File: src/rtl/car_alarm_pkg.sv
// Shared definitions for the car alarm switch front end: switch bit map,
// channel count and the per-channel debounce state encoding.
package car_alarm_pkg;

    localparam int SW_DRIVER    = 0;
    localparam int SW_PASSENGER = 1;
    localparam int SW_IGNITION  = 2;
    localparam int SW_HIDDEN    = 3;
    localparam int SW_BRAKE     = 4;
    localparam int NUM_SW       = 5;

    typedef enum logic {
        CH_STABLE   = 1'b0,
        CH_SETTLING = 1'b1
    } ch_state_t;

    function automatic logic [2:0] sat_inc3(input logic [2:0] value);
        return (value == 3'd7) ? value : value + 3'd1;
    endfunction

endpackage

File: src/rtl/switch_debounce_ch.sv
// One switch channel: synchronizer, STABLE/SETTLING debounce FSM with
// registered edge pulses, and a sticky chatter detector fed by aborted settles.
module switch_debounce_ch
    import car_alarm_pkg::*;
#(
    parameter int DEBOUNCE_CYCLES = 4,
    parameter int SYNC_STAGES     = 2,
    parameter int CHATTER_LIMIT   = 3
) (
    input  logic clk,
    input  logic rst,
    input  logic raw,
    input  logic fault_clear,
    output logic clean,
    output logic rise,
    output logic fall,
    output logic fault
);

    localparam logic [3:0] SETTLE_LAST  = 4'(DEBOUNCE_CYCLES - 1);
    localparam logic [2:0] BOUNCE_LIMIT = 3'(CHATTER_LIMIT);

    logic [SYNC_STAGES-1:0] sync_q;
    logic                   synced;
    ch_state_t              state;
    logic [3:0]             settle_cnt;
    logic [2:0]             bounce_cnt;
    logic [2:0]             bounce_inc;
    logic                   differs;
    logic                   abort;
    logic                   accept;
    logic                   set_fault;

    always_ff @(posedge clk or posedge rst) begin
        if (rst) begin
            sync_q <= '0;
        end else begin
            sync_q <= {sync_q[SYNC_STAGES-2:0], raw};
        end
    end

    assign synced = sync_q[SYNC_STAGES-1];

    always_comb begin
        differs    = synced ^ clean;
        abort      = (state == CH_SETTLING) && !differs;
        accept     = (state == CH_SETTLING) && differs && (settle_cnt == SETTLE_LAST);
        bounce_inc = sat_inc3(bounce_cnt);
        set_fault  = abort && (bounce_inc >= BOUNCE_LIMIT);
    end

    // Pulses default low every cycle so each edge pulse lasts exactly one clock.
    always_ff @(posedge clk or posedge rst) begin
        if (rst) begin
            state      <= CH_STABLE;
            settle_cnt <= '0;
            clean      <= 1'b0;
            rise       <= 1'b0;
            fall       <= 1'b0;
        end else begin
            rise <= 1'b0;
            fall <= 1'b0;
            case (state)
                CH_STABLE: begin
                    if (differs) begin
                        state      <= CH_SETTLING;
                        settle_cnt <= 4'd1;
                    end
                end
                CH_SETTLING: begin
                    if (!differs) begin
                        state      <= CH_STABLE;
                        settle_cnt <= '0;
                    end else if (accept) begin
                        state      <= CH_STABLE;
                        settle_cnt <= '0;
                        clean      <= ~clean;
                        rise       <= ~clean;
                        fall       <= clean;
                    end else begin
                        settle_cnt <= settle_cnt + 4'd1;
                    end
                end
                default: begin
                    state      <= CH_STABLE;
                    settle_cnt <= '0;
                end
            endcase
        end
    end

    // fault_clear always zeroes the bounce count, but a coincident set keeps the flag.
    always_ff @(posedge clk or posedge rst) begin
        if (rst) begin
            bounce_cnt <= '0;
            fault      <= 1'b0;
        end else begin
            if (fault_clear || accept) begin
                bounce_cnt <= '0;
            end else if (abort) begin
                bounce_cnt <= bounce_inc;
            end
            if (set_fault) begin
                fault <= 1'b1;
            end else if (fault_clear) begin
                fault <= 1'b0;
            end
        end
    end

endmodule

File: src/rtl/car_switch_conditioner.sv
// Conditions the five raw car switches into clean levels, edge pulses and
// chatter flags using one independent debounce channel per switch.
module car_switch_conditioner
    import car_alarm_pkg::*;
#(
    parameter int DEBOUNCE_CYCLES = 4,
    parameter int SYNC_STAGES     = 2,
    parameter int CHATTER_LIMIT   = 3
) (
    input  logic              clk,
    input  logic              rst,
    input  logic [NUM_SW-1:0] sw_raw,
    input  logic              fault_clear,
    output logic [NUM_SW-1:0] sw_clean,
    output logic [NUM_SW-1:0] sw_rise,
    output logic [NUM_SW-1:0] sw_fall,
    output logic [NUM_SW-1:0] chatter_fault
);

    for (genvar ch = 0; ch < NUM_SW; ch++) begin : g_ch
        switch_debounce_ch #(
            .DEBOUNCE_CYCLES (DEBOUNCE_CYCLES),
            .SYNC_STAGES     (SYNC_STAGES),
            .CHATTER_LIMIT   (CHATTER_LIMIT)
        ) u_ch (
            .clk         (clk),
            .rst         (rst),
            .raw         (sw_raw[ch]),
            .fault_clear (fault_clear),
            .clean       (sw_clean[ch]),
            .rise        (sw_rise[ch]),
            .fall        (sw_fall[ch]),
            .fault       (chatter_fault[ch])
        );
    end

endmodule
File: config.mk
export PLATFORM = sky130hd
export DESIGN_NAME = car_switch_conditioner
export DESIGN_NICKNAME = d
export VERILOG_FILES = /design/src/rtl/car_alarm_pkg.sv /design/src/rtl/switch_debounce_ch.sv /design/src/rtl/car_switch_conditioner.sv
export SDC_FILE = /design/constraint.sdc
export NUM_CORES = 1
export LEC_CHECK = 0
export ABC_AREA = 1
export CAP_MARGIN = 15
export CORE_MARGIN = 5
export CORE_UTILIZATION = 30
export CTS_CLUSTER_DIAMETER = 150
export DETAILED_ROUTE_END_ITERATION = 10
export GPL_TIMING_DRIVEN = 0
export PLACE_DENSITY = 0.55
export SYNTH_ARGS = -nofsm -noshare
export SYNTH_HDL_FRONTEND = slang
export SYNTH_SLANG_ARGS = --single-unit
export TNS_END_PERCENT = 1
File: constraint.sdc
create_clock -name clk -period 2.3 [get_ports clk]
set_clock_uncertainty 0.1 [all_clocks]
set_input_delay 0.46 -clock clk [delete_from_list [all_inputs] [get_ports clk]]
set_output_delay 0.46 -clock clk [all_outputs]
set_load 0.01 [all_outputs]
# Yosys cells after proc, flatten, opt, wreduce, memory -nomap -nowiden

Index checks and enable logic that the tools add are counted.
W data, S select, Z words.

Add/subtract/negate cells: 10
Multipliers: 0
Div/mod/pow operators: 0
Magnitude comparators: 5
Equality and inequality tests: 15
Shift-type cells: 0
Multiplexer cells: 91
Bitwise operators: 15
Reductions and logical operators: 45

Operator list:

| kind                  | number |
|---|---|
| $mux W4               | 15 |
| $mux W1               | 51 |
| $mux W3               | 15 |
| $pmux W4 S2           | 5 |
| $add A4 B1 Y4 const B | 5 |
| $eq A4 B2 Y1 const B  | 5 |
| $logic_and A1 B1 Y1   | 20 |
| $reduce_bool A2 Y1    | 10 |
| $add A3 B1 Y3 const B | 5 |
| $eq A3 B3 Y1 const B  | 5 |
| $ge A3 B2 Y1 const B  | 5 |
| $reduce_and A3 Y1     | 5 |
| $ne A2 B1 Y1 const B  | 5 |
| $not A1 Y1            | 10 |
| $pmux W1 S2           | 5 |
| $logic_not A1 Y1      | 5 |
| $logic_or A1 B1 Y1    | 5 |
| $xor A1 B1 Y1         | 5 |

Flip-flop bits (word level): 70
Latch bits: 0
Bits in writable memories: 0
Memory bits (read-only): 0
Bits of input ports: 8
Output and inout port bits: 20
Logic and storage cells: 221
Memories kept: 0

# Longest topological paths before layout

Depth after elaboration: 6
Gate-level depth with buffers: 8
Gate-level depth less buffers: 8

# Cells and area by module

Synthesis repeated with hierarchy kept, for this count alone.

Cell total of the unflattened synthesis: 375
Area total of the unflattened synthesis: 3309.4 um^2

By module, submodules not included:

| module             | instances | cells an instance | area each (um^2) | sequential area each (um^2) |
|---|---|---|---|---|
| switch_debounce_ch | 5         | 75                | 661.9            | 350.3 |

# Worst setup path before layout

OpenSTA, ideal clock, no wires.

Kind: register to register
From: register g_ch[3].u_ch.settle_cnt[0]
To: register g_ch[3].u_ch.clean
Setup time: 0.128 ns
Arrival time: 1.072 ns
Data required time: 2.072 ns
Path slack: 1.000 ns
Stages on the path, launching flop included: 6
Buffers on the path: 0
Clock period less this slack: 1.300 ns
Cell sequence: dfrtp_1 ha_1 nand2_1 nor2_1 nand3_2 xor2_1

Cells in the longest elaborated chain, start to end: 3

Ends and longest elaborated chain:

| item                        | RTL line                 | RTL |
|---|---|---|
| start, declared             | switch_debounce_ch.sv:26 | `logic [3:0] settle_cnt;` |
| start signal, assigned      | switch_debounce_ch.sv:81 | `settle_cnt <= settle_cnt + 4'd1;` |
| $eq A4 B2 Y1                | switch_debounce_ch.sv:47 | `accept = (state == CH_SETTLING) && differs && (settle_cnt == SETTLE_LAST);` |
| $logic_and A1 B1 Y1         | switch_debounce_ch.sv:47 |  |
| $reduce_and A3 Y1 (no line) | -                        |  |
| end signal, assigned        | switch_debounce_ch.sv:77 | `clean <= ~clean;` |
| end, declared               | switch_debounce_ch.sv:14 | `output logic clean,` |

No other way between the ends.
A chain may end at the register's enable or synchronous reset.

# Worst setup path in the final report

From: register g_ch[0].u_ch.clean
To: output sw_clean[0]

RTL lines:

| item                   | RTL line                     | RTL |
|---|---|---|
| start, declared        | switch_debounce_ch.sv:14     |  |
| start signal, assigned | switch_debounce_ch.sv:77     |  |
| end, declared          | car_switch_conditioner.sv:14 | `output logic [NUM_SW-1:0] sw_clean,` |

No word-level cell between the ends.

==> impl_metrics.yaml <==
place:
  placedCellCount: 578
  dp_hpwl_mm: 4.310
  routabilityCongestion: 0.7823
  io_buffers: 27
  place_ws_ns: 0.3889
  place_area_um2: 3930
power:
  power_density_nw_per_um2: 1061
  pwr-share-clk: 0.296
  switching_share: 0.3396
  internal-power_mw: 2.952
  ir_worst_vdd_mv: 0.3590
  power.total_mw: 4.470
  combPwrFrac: 0.309
  switching_power_mw: 1.518
  seq_power_share: 0.394
  p_leak_nw: 2.154
final_layout:
  fill_cells: 1161
  fin_nets: 464
  stdcell_count: 594
  syn_to_final_growth_pct: 21.90
  num_antenna_cells: 0
  final_util: 0.3706
  final_area_um2: 4214
  drive_gt1_frac: 0.1486
  multi_input_area_um2: 1341
  regArea_um2: 1752
logic_synthesis:
  synth_area_leaders: "dfrtp_1 51%, nand2_1 12%, inv_1 5.4%"
  ys_ff_latch: 70
  syn_nets: 425
  mappedNetlistArea_um2: 3457
  synthArstFlopShare: 1.000
  yosysTopAreaCellShare: 0.5067
  yosys.area.top_type: "dfrtp_1"
  synth_edf_count: 0
  ys_types: 27
  ys.flop_type: "dfrtp_1"
  ys_seq_area_frac: 0.5067
  synth.most_common_cell: "nand2_1"
  synth_common_cells: "113 x nand2_1, 70 x dfrtp_1, 50 x inv_1, 36 x nor2_1, 31 x nand3_1"
  synth_warnings: 0
  synthCells: 407
  syn_area_per_cell_um2: 8.494
critical_path:
  end_kind: "output pin"
  critical_path.max_fanout: 6
  path_class: "flop to output pin"
  worstSetupStartpointType: "flop"
  cp_num_buf_inv: 2
  cp_cell_sequence: "buf_4 > clkdlybuf4s50_1"
  slowest_stage: "clkdlybuf4s50_1"
  max_stage_delay_ns: 0.52
  crit_family: "buffers and inverters"
  crit_required_ns: 1.74
  arrival_ns: 1.45
sta:
  holdWs_ns: 0.2447
  fin_tns_setup_ns: 0
  max_freq_mhz: 498.0
  worst_slew_pin_slew_ns: 0.7382
  rsz0062_at_grt: "false"
  setup_slack_ns: 0.2920
  period_minus_slack_ns: 2.008
  slew_headroom: 0.5069
  timing.final.crit_share: 0.8730
  slew_viol_final: 0
  setup_viol: 0
  finalHoldViolCount: 0
routing:
  dr.pass1.iters: 4
  drt_iter0_drc: 78
  final_antenna_net_count: 0
  wl_per_cell_um: 10.02
  viasPerCell: 4.327
  routed_wl_mm: 5.951
  vias: 2570
  drc: 0
clock_network:
  cts-resized-gates: 0
  clock_path_buffers: 2
  tritoncts: "yes"
  clkSinkCount: 70
  clk_latency_ns: 0.33
  postCtsSetupRepairBufs: 0
  cts_made_buffers: 9
  root_buffer: "clkbuf_16"
  clkTransAtPathRegs_ns: 0.05
  ctsHoldBuffers: 0
  h-tree-depth: 3
global_route:
  grt_pass1_wl_mm: 10.71
  grt_overflow: 0
  first_global_vias: 2475
  grt_max_degree: 39
  grtUsageTotal: 0.09304
  antenna_found_initial: 0
die:
  die_x_um: 117.3
  chipHeight_um: 117.3
  start_util: 0.3041
  num_rows: 39
  dieArea_um2: 13770
  io_pins: 28
  coreArea_um2: 11370
job:
  cap_violations: 0
min_path:
  hold_path_class: "flop to flop"
status:
  outcome: "complete, no violations"
worst reg2reg max path, stage by stage, from the launching register on:
cell,delay (ns)
dfrtp_1,0.38
ha_1,0.21
nand2_1,0.06
nor2_1,0.19
nand3_2,0.23
xor2_1,0.20
routing by layer:
layer	up-vias	GRT usage	part of all wire
met4	0	0.04931	0.025
met2	44	0.1506	0.47
met5	-	0	0
li1	1324	-	-
met1	1188	0.1120	0.46
met3	14	0.02599	0.040
state kept, by name, summed over array words and instances (netlist names):
signal and count:
g_ch.u_ch.settle_cnt 20, g_ch.u_ch.bounce_cnt 15, g_ch.u_ch.sync_q 10, g_ch.u_ch.clean 5, g_ch.u_ch.fall 5, g_ch.u_ch.fault 5, g_ch.u_ch.rise 5, g_ch.u_ch.state 5
power groups by stage:
| stage | logic, mW | registers (mW) | clock network [mW] |
|---|---|---|---|
| floorplan | 1.05 | 1.72 | 0 |
| global route | 1.59 | 1.81 | 1.42 |
| finish | 1.38 | 1.76 | 1.32 |
| global placement | 1.35 | 1.77 | 0 |
| detailed placement | 1.40 | 1.78 | 0 |
| CTS | 1.41 | 1.76 | 1.37 |
placed cells by master, fill, tap and decap left out:
cell type | synthesis | layout
a21boi_0 | 1 | 1
a21oi_1 | 3 | 3
a22oi_1 | 1 | 1
a31oi_1 | 1 | 1
and2_1 | 1 | 1
buf_12 | 0 | 1
buf_2 | 1 | 1
buf_4 | 20 | 20
bufinv_16 | 0 | 1
clkbuf_1 | 0 | 3
clkbuf_16 | 0 | 9
clkdlybuf4s50_1 | 0 | 27
clkinv_2 | 0 | 2
clkinvlp_4 | 0 | 2
dfrtp_1 | 70 | 70
ha_1 | 10 | 10
inv_1 | 50 | 49
inv_2 | 4 | 4
inv_4 | 1 | 1
nand2_1 | 113 | 113
nand2_2 | 9 | 9
nand2_4 | 4 | 4
nand3_1 | 31 | 31
nand3_2 | 1 | 1
nand4_1 | 4 | 4
nor2_1 | 36 | 36
nor2_2 | 6 | 6
nor2_4 | 6 | 6
o21a_1 | 1 | 1
o21ai_0 | 20 | 20
o31ai_1 | 1 | 1
or2_0 | 1 | 1
xnor2_1 | 5 | 5
xor2_1 | 6 | 6
final timing paths:
kind | start | to | slack (ns) | cells after the start
setup / recovery | g_ch[0].u_ch.clean | sw_clean[0] | 0.29 | 2
hold / removal | g_ch[1].u_ch.sync_q[0] | g_ch[1].u_ch.sync_q[1] | 0.24 | 0
setup reg to reg | g_ch[3].u_ch.settle_cnt[0] | g_ch[3].u_ch.clean | 0.82 | 5
hold reg to reg | g_ch[1].u_ch.sync_q[0] | g_ch[1].u_ch.sync_q[1] | 0.24 | 0
max in group asynchronous | rst | g_ch[0].u_ch.sync_q[0] | 0.99 | 3
min in group asynchronous | rst | g_ch[1].u_ch.clean | 0.50 | 2
area by class of cell:
type / count / area share
buffer: 21 / 0.03682
clock inverter: 4 / 0.01128
timing repair buffer: 28 / 0.06888
tap: 143 / 0.04246
inverter: 55 / 0.05048
sequential: 70 / 0.4157
multi-input combinational: 261 / 0.3183
clock buffer: 12 / 0.05612
cells by family after synthesis:
family	after synthesis	synth area share
AND/OR/NAND/NOR	212	0.2801
buffers and inverters	76	0.1053
flip-flops	70	0.5067
XOR/XNOR	11	0.02787
AO/OA/AOI/OAI	28	0.04380
adder cells (fa/ha/maj)	10	0.03619
No activity file was read; power rests on OpenSTA's default activity.
